[src/rtl/uart_rx_param.sv]
// uart_rx_param: oversampling UART receiver with runtime framing config and FWFT receive FIFO
module uart_rx_param #(
  parameter int FIFO_DEPTH = 16,
  parameter int OSR        = 16,
  parameter int DIV_W      = 16
) (
  input  logic                        clk,
  input  logic                        rst,
  input  logic                        Rx,
  input  logic [DIV_W-1:0]            cfg_div,
  input  logic [1:0]                  cfg_len,
  input  logic [1:0]                  cfg_par,
  input  logic                        cfg_stop,
  input  logic                        read_enable,
  input  logic                        err_clr,
  output logic [7:0]                  rx_data,
  output logic                        valid,
  output logic [$clog2(FIFO_DEPTH):0] level,
  output logic                        frame_err,
  output logic                        parity_err,
  output logic                        overrun_err,
  output logic                        break_det
);
  localparam int AW = $clog2(FIFO_DEPTH);
  localparam int OW = $clog2(OSR);
  localparam logic [OW-1:0] S_LO = OW'(OSR/2-1);
  localparam logic [OW-1:0] S_MID = OW'(OSR/2);
  localparam logic [OW-1:0] S_HI = OW'(OSR/2+1);
  localparam logic [OW-1:0] S_LAST = OW'(OSR-1);
  typedef enum logic [2:0] {IDLE, START, DATA, PARITY, STOP, BRK_WAIT} state_t;
  state_t state_q, state_d;
  logic [1:0] sync_q;
  logic prev_q;
  logic [DIV_W-1:0] div_q, div_d;
  logic [OW-1:0] os_q, os_d;
  logic [2:0] bit_q, bit_d;
  logic [7:0] sh_q, sh_d;
  logic [1:0] smp_q, smp_d;
  logic [1:0] len_q, len_d, par_q, par_d;
  logic stop2_q, stop2_d, sidx_q, sidx_d, pbit_q, pbit_d;
  logic [7:0] mem_q [FIFO_DEPTH];
  logic [AW-1:0] wptr_q, rptr_q;
  logic [AW:0] level_q, level_d;
  logic fe_q, pe_q, ov_q, brk_q;
  logic rx_s, fall, tick, dec, b, push, set_fe, set_pe, set_brk, pop, full, wr, ovf;
  assign rx_s = sync_q[1];
  assign fall = prev_q & ~rx_s;
  assign tick = div_q == cfg_div;
  assign dec = tick && os_q == S_HI;
  assign b = (smp_q[0] & smp_q[1]) | (smp_q[0] & rx_s) | (smp_q[1] & rx_s);
  assign valid = level_q != '0;
  assign level = level_q;
  assign rx_data = valid ? mem_q[rptr_q] : 8'h00;
  assign pop = read_enable & valid;
  assign full = level_q == (AW+1)'(FIFO_DEPTH);
  assign wr = push & (~full | pop);
  assign ovf = push & full & ~pop;
  assign level_d = level_q + {{AW{1'b0}}, wr} - {{AW{1'b0}}, pop};
  assign frame_err = fe_q;
  assign parity_err = pe_q;
  assign overrun_err = ov_q;
  assign break_det = brk_q;
  // Frame FSM next state: sample collection, majority vote at the third mid-bit tick, framing checks
  always_comb begin
    state_d = state_q;
    div_d = tick ? '0 : div_q + DIV_W'(1);
    os_d = os_q;
    bit_d = bit_q;
    sh_d = sh_q;
    smp_d = smp_q;
    len_d = len_q;
    par_d = par_q;
    stop2_d = stop2_q;
    sidx_d = sidx_q;
    pbit_d = pbit_q;
    push = 1'b0;
    set_fe = 1'b0;
    set_pe = 1'b0;
    set_brk = 1'b0;
    if (tick) os_d = (os_q == S_LAST) ? '0 : os_q + OW'(1);
    if (tick && os_q == S_LO) smp_d[0] = rx_s;
    if (tick && os_q == S_MID) smp_d[1] = rx_s;
    case (state_q)
      IDLE: if (fall) begin
        state_d = START;
        div_d = '0;
        os_d = '0;
        bit_d = '0;
        sh_d = '0;
        sidx_d = 1'b0;
        pbit_d = 1'b0;
        len_d = cfg_len;
        par_d = cfg_par;
        stop2_d = cfg_stop;
      end
      START: if (dec) state_d = b ? IDLE : DATA;
      DATA: if (dec) begin
        sh_d[bit_q] = b;
        bit_d = bit_q + 3'd1;
        if (bit_q == {1'b1, len_q}) state_d = (par_q == 2'b01 || par_q == 2'b10) ? PARITY : STOP;
      end
      PARITY: if (dec) begin
        pbit_d = b;
        set_pe = (^sh_q ^ b) != par_q[1];
        state_d = STOP;
      end
      STOP: if (dec) begin
        if (!b) begin
          set_brk = !sidx_q && sh_q == 8'h00 && !pbit_q;
          set_fe = !set_brk;
          state_d = set_brk ? BRK_WAIT : IDLE;
        end else if (sidx_q == stop2_q) begin
          push = 1'b1;
          state_d = IDLE;
        end else sidx_d = 1'b1;
      end
      BRK_WAIT: if (rx_s) state_d = IDLE;
      default: state_d = IDLE;
    endcase
  end
  // Synchroniser, receiver state, FIFO pointers and sticky flags
  always_ff @(posedge clk or negedge rst) begin
    if (!rst) begin
      sync_q <= 2'b11;
      prev_q <= 1'b1;
      state_q <= IDLE;
      div_q <= '0;
      os_q <= '0;
      bit_q <= '0;
      sh_q <= '0;
      smp_q <= '0;
      len_q <= '0;
      par_q <= '0;
      stop2_q <= 1'b0;
      sidx_q <= 1'b0;
      pbit_q <= 1'b0;
      wptr_q <= '0;
      rptr_q <= '0;
      level_q <= '0;
      fe_q <= 1'b0;
      pe_q <= 1'b0;
      ov_q <= 1'b0;
      brk_q <= 1'b0;
    end else begin
      sync_q <= {sync_q[0], Rx};
      prev_q <= rx_s;
      state_q <= state_d;
      div_q <= div_d;
      os_q <= os_d;
      bit_q <= bit_d;
      sh_q <= sh_d;
      smp_q <= smp_d;
      len_q <= len_d;
      par_q <= par_d;
      stop2_q <= stop2_d;
      sidx_q <= sidx_d;
      pbit_q <= pbit_d;
      wptr_q <= wr ? wptr_q + AW'(1) : wptr_q;
      rptr_q <= pop ? rptr_q + AW'(1) : rptr_q;
      level_q <= level_d;
      fe_q <= set_fe | (fe_q & ~err_clr);
      pe_q <= set_pe | (pe_q & ~err_clr);
      ov_q <= ovf | (ov_q & ~err_clr);
      brk_q <= set_brk | (brk_q & ~err_clr);
    end
  end
  // FIFO storage, no reset needed since reads are masked by valid
  always_ff @(posedge clk) begin
    if (wr) mem_q[wptr_q] <= sh_q;
  end
endmodule

[config.mk]
export PLATFORM = sky130hd
export DESIGN_NAME = uart_rx_param
export DESIGN_NICKNAME = d
export VERILOG_FILES = /design/src/rtl/uart_rx_param.sv
export SDC_FILE = /design/constraint.sdc
export NUM_CORES = 1
export LEC_CHECK = 0
export ABC_CLOCK_PERIOD_IN_PS = 3900
export BUFFER_PORTS_ARGS = -buffer_cell sky130_fd_sc_hd__buf_2
export CORE_UTILIZATION = 41
export CTS_CLUSTER_DIAMETER = 100
export DETAILED_ROUTE_END_ITERATION = 10
export PLACE_DENSITY = 0.69
export SYNTH_ARGS = -nofsm -noshare
export SYNTH_HDL_FRONTEND = slang
export SYNTH_SLANG_ARGS = --single-unit
[constraint.sdc]
create_clock -name clk -period 3.9 [get_ports clk]
set_input_delay 0.585 -clock clk [delete_from_list [all_inputs] [get_ports clk]]
set_output_delay 0.585 -clock clk [all_outputs]
set_load 0.03 [all_outputs]
======== Word level (Yosys, flattened, before mapping) ========
Memories as Yosys holds them, arrays and structs flattened.
Index checks and enable logic that the tools add are counted.
operators by class
  add/sub/neg operators ................... 7
  order comparisons ....................... 2
  eq/ne operators ......................... 26
  muxes and demuxes ....................... 51
  bitwise logic cells ..................... 24
  reductions and logical operators ........ 22
operators with widths
  operator                                       count
  2-to-1 mux 16 bit                              3
  2-to-1 mux 3 bit                               13
  2-to-1 mux 8 bit                               3
  2-to-1 mux 1 bit                               20
  inequality test 2 bit, second input constant   9
  case mux 3 bit (6 select lines)                1
  adder 16 x 1 -> 16 bit, second input constant  1
  == test 16 bit                                 1
  2-to-1 mux 4 bit                               4
  case mux 8 bit (2 select lines)                1
  adder 4 x 1 -> 4 bit, second input constant    3
  AND 1 bit                                      12
  == test 4 bit, second input constant           3
  bitwise mux 8 bit                              1
  zero test 8 bit                                1
  AND reduction 8 bit                            1
  XOR reduction 8 bit                            1
  bitwise OR 1 bit                               7
  == test 3 x 2 -> 1 bit, second input constant  2
  == test 3 bit, second input constant           2
  logical AND 1 bit                              6
  case mux 3 bit (2 select lines)                1
  AND reduction 3 bit                            2
  nonzero test 2 bit                             3
  25 further kinds                               31
storage, ports and cells
  register bits after elaboration ......... 63
  bits in writable memories ............... 128
  input bits .............................. 26
  output and inout port bits .............. 18
  logic and storage cells ................. 154
  memories kept ........................... 1
memories
  name   words  width  rd ports  clocked after memory_dff  wr ports  line  RTL
  mem_q  16     8      1         0                         1         41    logic [7:0] mem_q [FIFO_DEPTH];

======== Longest topological paths before layout ========
  depth in word-level cells ............... 9
  depth in mapped cells ................... 18
  mapped depth without buffers ............ 17

======== Worst setup path after synthesis ========
No wires, ideal clock.
  path type ............................... in2reg
  start point ............................. input port cfg_div[9]
  end point ............................... register level_q[4], in the netlist level[4]
  library setup time ...................... 0.125 ns
  arrival ................................. 3.112 ns
  required time ........................... 3.775 ns
  path slack .............................. 0.663 ns
  stages .................................. 16
  path buffers ............................ 1
  cell sequence ........................... xor2_1 nor4_1 nand4_1 nor3_2 buf_2 inv_1 ha_1 inv_1 ha_1 inv_1 fa_1 inv_1 a21oi_1 nor2_1 nor2_1 xnor2_1
between the ends
  longest elaborated chain between the ends .. 7
ends and longest elaborated chain
  what                       line  RTL
  from (decl)                10    input logic [DIV_W-1:0] cfg_div,
  == test 16 bit             48    assign tick = div_q == cfg_div;
  logical AND 1 bit          49    assign dec = tick && os_q == S_HI;
  2-to-1 mux 1 bit           107   STOP: if (dec) begin
  2-to-1 mux 1 bit           83    case (state_q)
  AND 1 bit                  56    assign wr = push & (~full | pop);
  adder 5 x 1 -> 5 bit       58    assign level_d = level_q + {{AW{1'b0}}, wr} - {{AW{1'b0}}, pop};
  subtractor 5 x 1 -> 5 bit  58
  net level_d[4]             43    logic [AW:0] level_q, level_d;
  to (signal assigned)       160   level_q <= level_d;
  to (decl)                  43
The timed path passes the listed nets, and every way through them passes these cells.
A chain may end at the register's enable or synchronous reset.

======== Worst setup path in the final report ========
  start point ............................. register rptr_q[0]
  end point ............................... output port rx_data[3]
between the ends
  longest elaborated chain between the ends .. 2
ends and longest elaborated chain
  what                      line  RTL
  from (decl)               42    logic [AW-1:0] wptr_q, rptr_q;
  from (signal assigned)    159   rptr_q <= pop ? rptr_q + AW'(1) : rptr_q;
  memory read (16 x 8 bit)  n/a
  2-to-1 mux 8 bit          53    assign rx_data = valid ? mem_q[rptr_q] : 8'h00;
  to (decl)                 16    output logic [7:0] rx_data,
No other way between the ends.

==> impl_metrics.toml <==
[placed_design]
gp_congestion = 0.761
dp_cells = 873
io_buffer_count = 43
dp_hpwl_um = 11100
dpl-instance-area_sq_um = 9080

[yosys]
ys_ff_latch = 191
synth_cells = 581
avgSynthCellArea_sq_um = 14.7
synth.area.top_cells = "edfxtp_1 (45%), dfrtp_1 (18%), mux4_2 (11%)"
synth_enable_flop_cells = 128
synth_area_sq_um = 8570
ys.flop_type = "edfxtp_1"
synth_cell_types = 50
yosysTopAreaCell = "edfxtp_1"
synth_nets = 628
async_flop_share = 0.330
synth_top_area_share = 0.449
synth-seq-area-share = 0.633
synth_warnings = 0

[floorplan]
die-area_sq_um = 21500
coreArea_sq_um = 20400
die_h_um = 147
die_w_um = 147
start_util = 0.421
ioPinCount = 44
row_count = 52

[timing]
max-slew-margin-rel = 0.167
drv_slew = 0
finalHoldViolations = 0
setup-violations-final = 0
worst_slew_pin_slew_ns = 1.24
hold_ws_ns = 0.146
post-route-period-util = 0.864
max_freq_mhz = 297
fin_skew_ns = 0.0149
tns_ns = 0
post-route-min-period_ns = 3.37
grt_setup_unrepaired = "false"

[detailed_routing]
wl_per_cell_um = 18.2
wl_um = 16400
drc_errors = 0
avgViaCountPerCell = 5.32
dr.pass1.iters = 4
num_vias = 4818
initialDrtViolationCount = 427
ant_nets = 0

[clock_tree]
clkSinkCount = 191
cts_resized = 0
clk_latency_ns = 0.43
clock_path_buffers = 2
path_clk_slew_ns = 0.07
cts-buffers-inserted = 17
post_cts_buffers = 0
cts_root_buffer = "clkbuf_16"
htree_levels = 4
ctsHoldBuffers = 0
cts_tree = "built"

[min_path]
hold_path.class = "in2async"

[pwr]
combPwrFrac = 0.156
clockPowerShare = 0.345
p_sw_frac = 0.283
switchingPower_uw = 1350
power.internal_uw = 3430
worst_ir_drop_vdd_mv = 0.295
total_power_uw = 4780
powerDensity_nw_per_um2 = 496
leakagePower_uw = 0.00320
p_seq_frac = 0.498

[finish]
drive_above_1_share = 0.217
layout.nets = 669
layout_common_cells = "edfxtp_1 (128), dfrtp_1 (59), nand2_1 (45)"
final_common_cell = "edfxtp_1"
final_area_sq_um = 9650
area_delta_synth_final_pct = 12.6
n_antenna_cell = 0
final_cells = 905

[global_routing]
grtUsageTotal = 0.165
antenna_found_initial = 0
overflow = 0
grt_max_degree = 42
grt_pass1_vias = 4992
grt_pass1_wl_um = 26800

[worst_setup_path]
crit_start = "rptr_q[0]"
worst_setup_path_end_kind = "output pin"
cp_max_fo = 17
critPathRequiredTime_ns = 3.31
cp-start-kind = "flip-flop"
r2r_cells = 15
critPathArrivalTime_ns = 2.79
r2r_start = "state_q[0]"
r2r_end = "level[4]"
worstSetupPathType = "reg2out"
r2r_setup_slack_ns = 0.78

[status]
outcome = "finished, final reports clean"

[flow_run]
cap_violations = 0
==> per-layer routing <==
metal / wire length, um / vias up / GRT usage
met5: 0 / - / 0
met4: 168 / 0 / 0.0521
met3: 783 / 20 / 0.0359
met2: 8510 / 112 / 0.278
met1: 6970 / 2452 / 0.213
li1: - / 2234 / -
==> worst max-delay path by stage <==
stage / endpoint / cells after the start / slack [ns]
2_1_floorplan: level[4] / 16 / 0.66
3_3_place_gp: level[4] / 16 / 0.62
3_5_place_dp: level[4] / 16 / 0.55
4_1_cts: rx_data[2] / 5 / 0.46
5_1_grt: rx_data[2] / 5 / 0.36
6_report: rx_data[3] / 5 / 0.53
==> power groups by stage <==
stage / clock network, uW / registers (uW) / logic (uW)
floorplan: 0 / 2370 / 601
global placement: 0 / 2430 / 743
detailed placement: 0 / 2430 / 763
CTS: 1680 / 2390 / 764
global route: 1770 / 2400 / 822
finish: 1650 / 2380 / 748
==> state kept, by name, indices dropped and copies added (netlist names) <==
register,flops
os_q,4
sidx_q,1
mem_q,128
state_q,3
parity_err,1
bit_q,3
wptr_q,4
break_det,1
pbit_q,1
level,5
len_q,2
sync_q,2
smp_q,2
stop2_q,1
sh_q,8
div_q,16
overrun_err,1
par_q,2
frame_err,1
rptr_q,4
prev_q,1
==> Yosys cell counts, drive strengths merged, types with 2 or more instances <==
| master | n |
|---|---|
| nor4 | 11 |
| nand3 | 23 |
| clkbuf | 21 |
| nand2b | 3 |
| dfrtp | 60 |
| edfxtp | 128 |
| a21oi | 6 |
| mux2 | 6 |
| mux2i | 11 |
| nor4b | 4 |
| nand3b | 4 |
| nor2 | 26 |
| and3 | 17 |
| or3 | 2 |
| mux4 | 40 |
| o21ai | 4 |
| nor3 | 7 |
| xnor2 | 25 |
| inv | 33 |
| nand2 | 45 |
| and4 | 2 |
| xor2 | 25 |
| a21o | 2 |
| nand4 | 6 |
| ha | 20 |
| nor2b | 14 |
| dfstp | 3 |
| o32ai | 4 |
| buf | 8 |
| and2 | 5 |
==> stage by stage <==
stage,utilization,worst slack [ns]
after floorplan,-,0.663
after global placement,0.446,0.621
after detailed placement,0.446,0.548
after CTS,0.474,0.457
after global routing,0.474,0.358
final,0.474,0.529
==> worst max-delay path, stage by stage (launching register included) <==
cell     delay, ns
dfrtp_2       0.73
buf_4         0.28
mux4_2        0.56
mux4_2        0.47
nor2b_1       0.14
buf_2         0.17
==> layout make-up <==
cell class                      count  area (sq um)
Clock inverter                     14           141
Inverter                           33           124
Timing Repair Buffer               51           288
Clock buffer                       18           429
Tap cell                          270           338
Multi-Input combinational cell    328          2900
Fill cell                        1711         10700
Sequential cell                   191          5430
==> cell families after synthesis <==
| group | count (synthesis) | share of synthesized area |
|---|---|---|
| AO/OA/AOI/OAI | 25 | 0.0204 |
| flip-flops | 191 | 0.633 |
| buffers and inverters | 62 | 0.0282 |
| multiplexers | 57 | 0.126 |
| AND/OR/NAND/NOR | 174 | 0.109 |
| adder cells (fa/ha/maj) | 22 | 0.0327 |
| XOR/XNOR | 50 | 0.0511 |
Power figures use the tool's default switching activity.
